### src/rtl/tl_pkg.sv
// Shared definitions for the traffic-light phase controller.
//   - tl_state_e : controller states; the enum value is the encoding shown on `phase`
//   - lamp_t     : lamp vector with main-road, side-road and pedestrian fields
//   - DEF_*      : default dwell times, in time-base ticks
//   - lamp_decode: maps a state to its lamp pattern (exactly one lamp per road)
package tl_pkg;

  typedef enum logic [2:0] {
    MAIN_G = 3'd0,
    MAIN_Y = 3'd1,
    ALL_R1 = 3'd2,
    SIDE_G = 3'd3,
    SIDE_Y = 3'd4,
    PED_W  = 3'd5,
    ALL_R2 = 3'd6
  } tl_state_e;

  // Identifies which service was granted most recently; used to break ties.
  typedef enum logic {
    SRV_SIDE = 1'b0,
    SRV_PED  = 1'b1
  } srv_e;

  typedef struct packed {
    logic g;
    logic y;
    logic r;
  } road_lamp_t;

  typedef struct packed {
    road_lamp_t main_lamp;
    road_lamp_t side_lamp;
    logic       ped_walk;
  } lamp_t;

  localparam int DEF_GREEN_MIN = 8;
  localparam int DEF_YELLOW_T  = 3;
  localparam int DEF_ALLRED_T  = 2;
  localparam int DEF_SIDE_T    = 6;
  localparam int DEF_PED_T     = 5;
  localparam int DEF_CNT_W     = 8;

  function automatic lamp_t lamp_decode(input tl_state_e st);
    lamp_t l;
    l = '0;
    unique case (st)
      MAIN_G: begin
        l.main_lamp.g = 1'b1;
        l.side_lamp.r = 1'b1;
      end
      MAIN_Y: begin
        l.main_lamp.y = 1'b1;
        l.side_lamp.r = 1'b1;
      end
      SIDE_G: begin
        l.main_lamp.r = 1'b1;
        l.side_lamp.g = 1'b1;
      end
      SIDE_Y: begin
        l.main_lamp.r = 1'b1;
        l.side_lamp.y = 1'b1;
      end
      PED_W: begin
        l.main_lamp.r = 1'b1;
        l.side_lamp.r = 1'b1;
        l.ped_walk    = 1'b1;
      end
      default: begin
        // ALL_R1 / ALL_R2 clearance: both roads red.
        l.main_lamp.r = 1'b1;
        l.side_lamp.r = 1'b1;
      end
    endcase
    return l;
  endfunction

endpackage

### src/rtl/tl_timer.sv
// Loadable, tick-enabled down-counter used as the phase dwell timer.
//   clk, rst_n : clock, asynchronous active-low reset (counter -> RST_VAL)
//   load       : load load_val this cycle (takes priority over counting)
//   load_val   : value to load, normally dwell-1 of the state being entered
//   tick       : time-base strobe; the counter only moves in tick cycles
//   expired    : counter is zero (the dwell is complete on the next tick)
module tl_timer #(
  parameter int              CNT_W   = 8,
  parameter logic [CNT_W-1:0] RST_VAL = '0
) (
  input  logic             clk,
  input  logic             rst_n,
  input  logic             load,
  input  logic [CNT_W-1:0] load_val,
  input  logic             tick,
  output logic             expired
);

  logic [CNT_W-1:0] cnt;

  always_ff @(posedge clk or negedge rst_n) begin
    if (!rst_n) begin
      cnt <= RST_VAL;
    end else if (load) begin
      cnt <= load_val;
    end else if (tick && (cnt != '0)) begin
      // Saturates at zero: a held state keeps reporting expiry.
      cnt <= cnt - CNT_W'(1);
    end
  end

  assign expired = (cnt == '0);

endmodule

### src/rtl/tl_phase_ctrl.sv
// Phase controller for a two-road intersection with a pedestrian crossing.
// Sequences MAIN_G -> MAIN_Y -> ALL_R1 -> (SIDE_G -> SIDE_Y | PED_W) -> ALL_R2
// -> MAIN_G, leaving MAIN_G only once its minimum dwell is done and a request
// is pending. Dwell times are counted in ticks of an external strobe.
//   clk, rst_n          : clock, asynchronous active-low reset
//   tick                : time-base strobe; state and timer move only when high
//   side_req, ped_req   : service requests, sampled every clk (tick-independent)
//   main_g/y/r          : main-road lamps
//   side_g/y/r          : side-road lamps
//   ped_walk            : pedestrian walk lamp
//   phase               : current state encoding (debug / display)
//   side_pend, ped_pend : latched pending requests
// Requests are plain level/pulse inputs with no handshake: any cycle with a
// request high sets the matching pending flag unless that service is active.
module tl_phase_ctrl
  import tl_pkg::*;
#(
  parameter int GREEN_MIN = DEF_GREEN_MIN,
  parameter int YELLOW_T  = DEF_YELLOW_T,
  parameter int ALLRED_T  = DEF_ALLRED_T,
  parameter int SIDE_T    = DEF_SIDE_T,
  parameter int PED_T     = DEF_PED_T,
  parameter int CNT_W     = DEF_CNT_W
) (
  input  logic       clk,
  input  logic       rst_n,
  input  logic       tick,
  input  logic       side_req,
  input  logic       ped_req,
  output logic       main_g,
  output logic       main_y,
  output logic       main_r,
  output logic       side_g,
  output logic       side_y,
  output logic       side_r,
  output logic       ped_walk,
  output logic [2:0] phase,
  output logic       side_pend,
  output logic       ped_pend
);

  // Timer load values are dwell-1 so a state lasts exactly `dwell` ticks.
  localparam logic [CNT_W-1:0] GREEN_LD  = CNT_W'(GREEN_MIN - 1);
  localparam logic [CNT_W-1:0] YELLOW_LD = CNT_W'(YELLOW_T - 1);
  localparam logic [CNT_W-1:0] ALLRED_LD = CNT_W'(ALLRED_T - 1);
  localparam logic [CNT_W-1:0] SIDE_LD   = CNT_W'(SIDE_T - 1);
  localparam logic [CNT_W-1:0] PED_LD    = CNT_W'(PED_T - 1);

  tl_state_e        state;
  tl_state_e        state_nxt;
  srv_e             last_srv;
  logic             expired;
  logic             advance;
  logic             tmr_load;
  logic [CNT_W-1:0] tmr_load_val;
  lamp_t            lamps;

  function automatic logic [CNT_W-1:0] entry_load(input tl_state_e st);
    logic [CNT_W-1:0] v;
    unique case (st)
      MAIN_G:         v = GREEN_LD;
      MAIN_Y, SIDE_Y: v = YELLOW_LD;
      SIDE_G:         v = SIDE_LD;
      PED_W:          v = PED_LD;
      default:        v = ALLRED_LD;
    endcase
    return v;
  endfunction

  // A dwell completes in a tick cycle whose timer already reads zero.
  assign advance = tick && expired;

  always_comb begin
    state_nxt = state;
    if (advance) begin
      unique case (state)
        MAIN_G: if (side_pend || ped_pend) state_nxt = MAIN_Y;
        MAIN_Y: state_nxt = ALL_R1;
        ALL_R1: begin
          // Single pending request is served directly; a tie goes to the
          // service that did not run last.
          if (side_pend && ped_pend)
            state_nxt = (last_srv == SRV_PED) ? SIDE_G : PED_W;
          else if (side_pend)
            state_nxt = SIDE_G;
          else
            state_nxt = PED_W;
        end
        SIDE_G: state_nxt = SIDE_Y;
        SIDE_Y: state_nxt = ALL_R2;
        PED_W:  state_nxt = ALL_R2;
        default: state_nxt = MAIN_G;
      endcase
    end
  end

  // MAIN_G held for lack of a request does not reload: the timer stays at 0.
  assign tmr_load     = (state_nxt != state);
  assign tmr_load_val = entry_load(state_nxt);

  tl_timer #(
    .CNT_W   (CNT_W),
    .RST_VAL (GREEN_LD)
  ) u_timer (
    .clk      (clk),
    .rst_n    (rst_n),
    .load     (tmr_load),
    .load_val (tmr_load_val),
    .tick     (tick),
    .expired  (expired)
  );

  always_ff @(posedge clk or negedge rst_n) begin
    if (!rst_n) begin
      state     <= MAIN_G;
      last_srv  <= SRV_PED;
      side_pend <= 1'b0;
      ped_pend  <= 1'b0;
    end else begin
      state <= state_nxt;

      if (tmr_load && (state_nxt == SIDE_G)) last_srv <= SRV_SIDE;
      else if (tmr_load && (state_nxt == PED_W)) last_srv <= SRV_PED;

      // The flag stays up through the first cycle of its service and is
      // cleared while that service runs; requests seen then are absorbed.
      if (state == SIDE_G)  side_pend <= 1'b0;
      else if (side_req)    side_pend <= 1'b1;

      if (state == PED_W)   ped_pend <= 1'b0;
      else if (ped_req)     ped_pend <= 1'b1;
    end
  end

  // Lamps decode the state register directly, so an asynchronous reset
  // shows the MAIN_G pattern immediately.
  assign lamps    = lamp_decode(state);
  assign main_g   = lamps.main_lamp.g;
  assign main_y   = lamps.main_lamp.y;
  assign main_r   = lamps.main_lamp.r;
  assign side_g   = lamps.side_lamp.g;
  assign side_y   = lamps.side_lamp.y;
  assign side_r   = lamps.side_lamp.r;
  assign ped_walk = lamps.ped_walk;
  assign phase    = state;

endmodule

### config.mk
export PLATFORM = sky130hd
export DESIGN_NAME = tl_phase_ctrl
export DESIGN_NICKNAME = d
export VERILOG_FILES = /design/src/rtl/tl_pkg.sv /design/src/rtl/tl_timer.sv /design/src/rtl/tl_phase_ctrl.sv
export SDC_FILE = /design/constraint.sdc
export NUM_CORES = 1
export LEC_CHECK = 0
export CORE_UTILIZATION = 46
export CTS_CLUSTER_DIAMETER = 100
export DETAILED_ROUTE_END_ITERATION = 6
export DONT_BUFFER_PORTS = 1
export SLEW_MARGIN = 10
export SYNTH_ARGS = -nofsm -noshare
export SYNTH_HDL_FRONTEND = slang
export SYNTH_SLANG_ARGS = --single-unit
### constraint.sdc
create_clock -name clk -period 2.4 [get_ports clk]
set_input_delay 0.36 -clock clk [delete_from_list [all_inputs] [get_ports clk]]
set_output_delay 0.36 -clock clk [all_outputs]
set_load 0.005 [all_outputs]
==> metrics.md, run 1 <==
| Metric | Value |
|---|---|
| Pre-CTS setup slack | 259 ps |
| Number of enable flip-flop cells after synthesis | 0 |
| Hold Path Sink | side_pend |
| CP Class | flop to flop |
| Worst-path clk slew | 90 ps |
| Clk pwr share | 16.2% |
| First-pass GRT wire length | 2.73 mm |
| Die Ht | 44.6 µm |
| Core Rows | 15 |
| Starting DRC count in detailed routing | 12 |
| PwrDens | 1160 mW/mm² |
| Vias in the first global route | 633 |
| Gpl congestion | 0.906 |
| Comb power frac | 38.1% |
| Final setup viols | 0 |
| Final setup margin | 241 ps |
| Clock Path Buffers | 2 |
| Total Die Area | 0.00199 mm² |
| ANT nets after route | 0 |
| Final clock skew | 3.91 ps |
| Count of state elements after synthesis | 14 |
| Clock Latency Late Sink | 280 ps |
| DRC | 0 |
| PortBufs | 0 |
| Layout cells sized above 1 | 17.0% |
| Setup Fix Bufs, Post-CTS | 0 |
| Synth warnings | 0 |
| DRT Pass-1 Iters | 3 |
| Worst Setup SP | u_timer.cnt[0] |
| Main synth FF type | dfrtp_1 |
| Tmin final | 2160 ps |
| CTS H-tree lvls | 1 |
| FMAX | 463 MHz |
| Synth Net Count | 95 |
| Setup_tns | 0 ps |
| HP Class | primary input to flop |
| P_sw | 0.420 mW |
| Clock sink count | 14 |
| Reg2reg end | u_timer.cnt[0] |
| Total Wirelength | 1.70 mm |
| Final Total Pwr | 1.06 mW |
| Final Hold Viols | 0 |
| CP max-delay cell | o41a_1 |
| Slew margin rel. | 56.4% |
| Number of diodes | 0 |
| IR drop worst, VDD | 0.449 mV |
| Total CTS buffers | 3 |
| Run status | finished clean |
| Post-DR wirelength/cell | 14.3 µm |
| CTS tree | built |
| GRT overflow | 0 |
| I/O pins | 17 |
| Antenna violations before repair | 0 |
| WP data required | 2610 ps |
| Initial Utilization | 48.9% |
| Vias | 651 |
| Worst-path fanout max | 3 |
| Switching part of the total | 39.7% |
| Leakage Power | 0.386 nW |
| Int Power | 0.637 mW |
| Worst Hold Launch | side_req |
| Cells after DPL | 114 |
| CP delay by family, top | simple AND/OR/NAND/NOR gates |
| Cell Chain, Critical Path | inv_1 > ha_1 > or4bb_1 > or2_1 > o41a_1 > and2_1 > o31a_1 |
| Worst hold stages | 2 |
| Final #Nets | 102 |
| RSZ-0062 raised after global routing | false |
| R2R setup slack | 240 ps |
| Sequential Power Share | 45.7% |
| Fin. max-slew vios | 0 |
| Area Growth Syn to Fin | 8.83% |
| Reg-to-Reg Start | u_timer.cnt[0] |
| Core box area | 0.00171 mm² |
| FFs w/ async S/R, synth | 100% |
| Via/cell ratio | 5.47 |
| Fin crit share | 89.9% |
| Synth Instances | 88 |
| Worst hold margin | 201 ps |
| Post-DP HPWL | 1.25 mm |
| Worst-margin pin slew | 652 ps |
| Largest stage delay on the critical path | 410 ps |
| Max cap viols | 0 |
| Bufs and invs on worst path | 1 |
| Final Non-Filler Cells | 119 |
| Worst Setup End Kind | flop |
| Register area share after synthesis | 42.5% |
| Mean Syn Cell Area | 9.50 µm² |
| Largest net degree at the start of global routing | 15 |
| Synth cell types | 34 |
| Reg2Reg Depth | 7 |
| Overall Global Routing Usage | 19.4% |
| Arrival @ worst endpoint | 2370 ps |
| Clock root buffer | clkbuf_4 |
| Crit path launch type | flop |
| Die X | 44.6 µm |
| Netlist Area Pre-Place | 836 µm² |
## metal layers
layer  wire length [µm]  share of wire, %  vias up  track usage [%]
met2                795                47        9             28.8
met3                 43               2.5        4             2.86
li1                   -                 -      324                -
met5                  0                 0        -                0
met1                837                49      314             26.9
met4                 22               1.3        0             10.9
## worst register-to-register path: stages (launching register included)
cell and delay (ps):
dfstp_2 390, inv_1 100, ha_1 160, or4bb_1 400, or2_1 240, o41a_1 410, and2_1 170, o31a_1 230
## cells in the final DEF (no fill, tap or decap), drive strengths merged, types with 2 or more instances in the layout
cell and count:
xor2 2, nor3b 3, a21oi 2, nor4 2, ha 2, dfstp 4
mux2 2, nand3 2, xnor2 4, buf 4, dfrtp 10, or4 2
clkbuf 4, o31ai 2, or2 2, nor3 5, nand2 6, inv 5
nor2 11, nand4 2, o21ai 3, nand2b 2
## repair_timing
action                    in CTS  in global routing
hold endpoints to repair      14                  0
gates resized for setup        0                  0
hold buffers                   1                  0
## state kept, by name, indices dropped and copies added (netlist names)
name	count
side_pend	1
last_srv	1
phase	3
u_timer.cnt	8
ped_pend	1
## cell type report
| cell class | count | area, µm² |
|---|---|---|
| fillers | 160 | 798 |
| multi-input cells | 66 | 428 |
| flip-flops and latches | 14 | 355 |
| repair buffers | 5 | 40.0 |
| clock buffers | 4 | 36.3 |
| well taps | 25 | 31.3 |
| inverters | 5 | 18.8 |
## kinds of logic after synthesis
group | synth area share (%)
adders and majority gates | 2.99
and+or+nand+nor | 26.3
DFF | 42.5
muxes | 3.89
AOI/OAI and AO/OA | 11.7
xor gates and xnor gates | 6.29
buffers and inverters | 6.29
## power groups by stage
stage,clock network [mW],registers (mW),logic (mW)
4_1_cts,0.179,0.479,0.403
3_5_place_dp,0,0.483,0.394
5_1_grt,0.186,0.499,0.455
2_1_floorplan,0,0.443,0.355
3_3_place_gp,0,0.481,0.386
6_report,0.171,0.483,0.403
## synth_stat cells (3+ instances only)
cell type | n | area, µm²
nor2_1 | 11 | 41.3
dfrtp_1 | 10 | 250
nand2_1 | 6 | 22.5
nor3b_1 | 3 | 22.5
dfstp_2 | 4 | 105
inv_1 | 5 | 18.8
nor3_1 | 5 | 25.0
buf_6 | 3 | 33.8
o21ai_0 | 3 | 15.0
xnor2_1 | 4 | 35.0
## how the worst max path moves through the flow
stage	cells after the start	to	slack, ps
final	7	u_timer.cnt[0]	240
after global routing	7	u_timer.cnt[0]	130
after CTS	7	u_timer.cnt[0]	240
after detailed placement	7	u_timer.cnt[0]	260
after global placement	7	u_timer.cnt[0]	310
after floorplan	7	u_timer.cnt[0]	360
## stage by stage
step	area [µm²]	utilization (%)
after floorplan	836	-
after global placement	863	50.5
after detailed placement	863	50.5
after CTS	910	53.3
after global routing	910	53.3
final	910	53.3
(Power assumes the default switching activity.)
==> run 2, diff against run 1 <==
- CORE_ASPECT_RATIO: not set -> 0.7
- CORE_UTILIZATION: 46 -> 35
==> run 2 against run 1 <==
Routed wire length grew 0.18%; highest routed layer unchanged; combinational power hardly changed; critical path type unchanged; design area up 0.96%; critical path depth unchanged; core utilization shrank 12 points; clock-buffer cell count did not move; global-route usage decreased by 4.7 points; critical endpoint unchanged; worst setup slack got worse by 31 ps; via count is 2.2% higher.
==> metrics.md, run 2 (same netlist as run 1, synthesis figures left out) <==
| Metric | Value |
|---|---|
| Final Hold Viols | 0 |
| Worst hold stages | 2 |
| Largest register by flop count | u_timer.cnt |
| Area Growth Syn to Fin | 9.88% |
| ANT nets after route | 0 |
| Core box area | 0.00221 mm² |
| Final setup margin | 211 ps |
| Tmin final | 2190 ps |
| PortBufs | 0 |
| Pre-CTS setup slack | 255 ps |
| Run status | finished clean |
| Slew margin rel. | 58.0% |
| WP data required | 2610 ps |
| Worst-path fanout max | 3 |
| Post-DR wirelength/cell | 13.5 µm |
| Layout Utilization | 41.6% |
| Clock Latency Late Sink | 280 ps |
| Vias | 665 |
| Layout cells sized above 1 | 17.0% |
| Final Non-Filler Cells | 126 |
| Hold-fix buffers at CTS | 1 |
| Overall Global Routing Usage | 14.7% |
| PwrDens | 1160 mW/mm² |
| CTS H-tree lvls | 1 |
| Largest register FFs | 8 |
| First-pass GRT wire length | 2.79 mm |
| Final clock skew | 7.65 ps |
| DRT Pass-1 Iters | 4 |
| Vias in the first global route | 602 |
| Reg2Reg Depth | 7 |
| GRT overflow | 0 |
| Crit path launch type | flop |
| Commonest cells after routing, fill and taps aside | nor2_1 (11), dfrtp_1 (10), nand2_1 (6) |
| Final setup viols | 0 |
| Worst-margin pin slew | 628 ps |
| Commonest non-fill, non-tap cell in the layout | nor2_1 |
| Post-DP HPWL | 1.24 mm |
| Total Wirelength | 1.70 mm |
| Die Ht | 42.9 µm |
| Initial Utilization | 37.9% |
| Largest net degree at the start of global routing | 15 |
| Final #Nets | 102 |
| Max cap viols | 0 |
| CTS tree | built |
| Worst Setup End Kind | flop |
| RSZ-0062 raised after global routing | false |
| Fin. max-slew vios | 0 |
| I/O pins | 17 |
| Starting DRC count in detailed routing | 13 |
| Setup_tns | 0 ps |
| Antenna violations before repair | 0 |
| Fin crit share | 91.2% |
| Clock sink count | 14 |
| Cells after DPL | 121 |
| Clock root buffer | clkbuf_4 |
| Die X | 60.4 µm |
| Via/cell ratio | 5.28 |
| Total Die Area | 0.00259 mm² |
| Setup Fix Bufs, Post-CTS | 0 |
| Arrival @ worst endpoint | 2400 ps |
| Number of diodes | 0 |
| FMAX | 457 MHz |
| Leakage Power | 0.386 nW |
| DRC | 0 |
| IR drop worst, VDD | 0.593 mV |
| CP Class | flop to flop |
| Post-CTS Resized | 0 |
| Core Rows | 14 |
| Gpl congestion | 0.802 |
| Total CTS buffers | 3 |
| Clock Path Buffers | 2 |
| HP Class | primary input to flop |
| Worst-path clk slew | 90 ps |
-- run 2: cell counts in the layout (fill, tap and decap cells not counted) --
No cell type changed its count.
-- run 2: through the flow --
step | hold WS [ps] | total power, mW | instance area (µm²)
floorplan | 64.4 | 0.798 | 836
global placement | 64.7 | 0.868 | 872
detailed placement | 64.7 | 0.876 | 872
CTS | 199 | 1.06 | 918
global route | 211 | 1.14 | 918
finish | 192 | 1.06 | 918
-- run 2: final timing paths --
path	slack, ps	to	startpoint
hold reg to reg	510	u_timer.cnt[7]	u_timer.cnt[7]
setup reg to reg	210	u_timer.cnt[0]	u_timer.cnt[0]
max in group asynchronous	1460	u_timer.cnt[7]	rst_n
hold / removal	190	side_pend	side_req
min in group asynchronous	520	u_timer.cnt[4]	rst_n
setup / recovery	210	u_timer.cnt[0]	u_timer.cnt[0]
-- run 2: layout make-up --
type | count | area [µm²]
clock buffer | 4 | 36.3
fill | 234 | 1290
inverter | 5 | 18.8
multi-input combinational | 66 | 428
sequential | 14 | 355
tap | 32 | 40.0
timing repair buffer | 5 | 40.0
-- run 2: layer usage --
| layer | part of all wire, % | GRT usage (%) | vias to the layer above |
|---|---|---|---|
| li1 | - | - | 326 |
| met2 | 41 | 20.2 | 20 |
| met1 | 53 | 21.7 | 317 |
| met3 | 4.8 | 5.18 | 2 |
| met5 | 0 | 0 | - |
| met4 | 0.82 | 3.26 | 0 |
-- run 2: worst max-delay path, cell delays in order (launching register included) --
cell     delay [ps]
dfstp_2         390
inv_1           100
ha_1            170
or4bb_1         410
or2_1           240
o41a_1          400
and2_1          180
o31a_1          230
-- run 2: where the power goes --
group          switching [mW]  internal, mW  total [mW]
sequential              0.129         0.354       0.483
clock                  0.0796        0.0923       0.172
combinational           0.213         0.193       0.406
==> run 3, diff against run 2 <==
- CTS_CLUSTER_DIAMETER: 100 -> not set
==> results of run 3 <==
No change in the layout: final DEF, timing and power equal those of run 2.
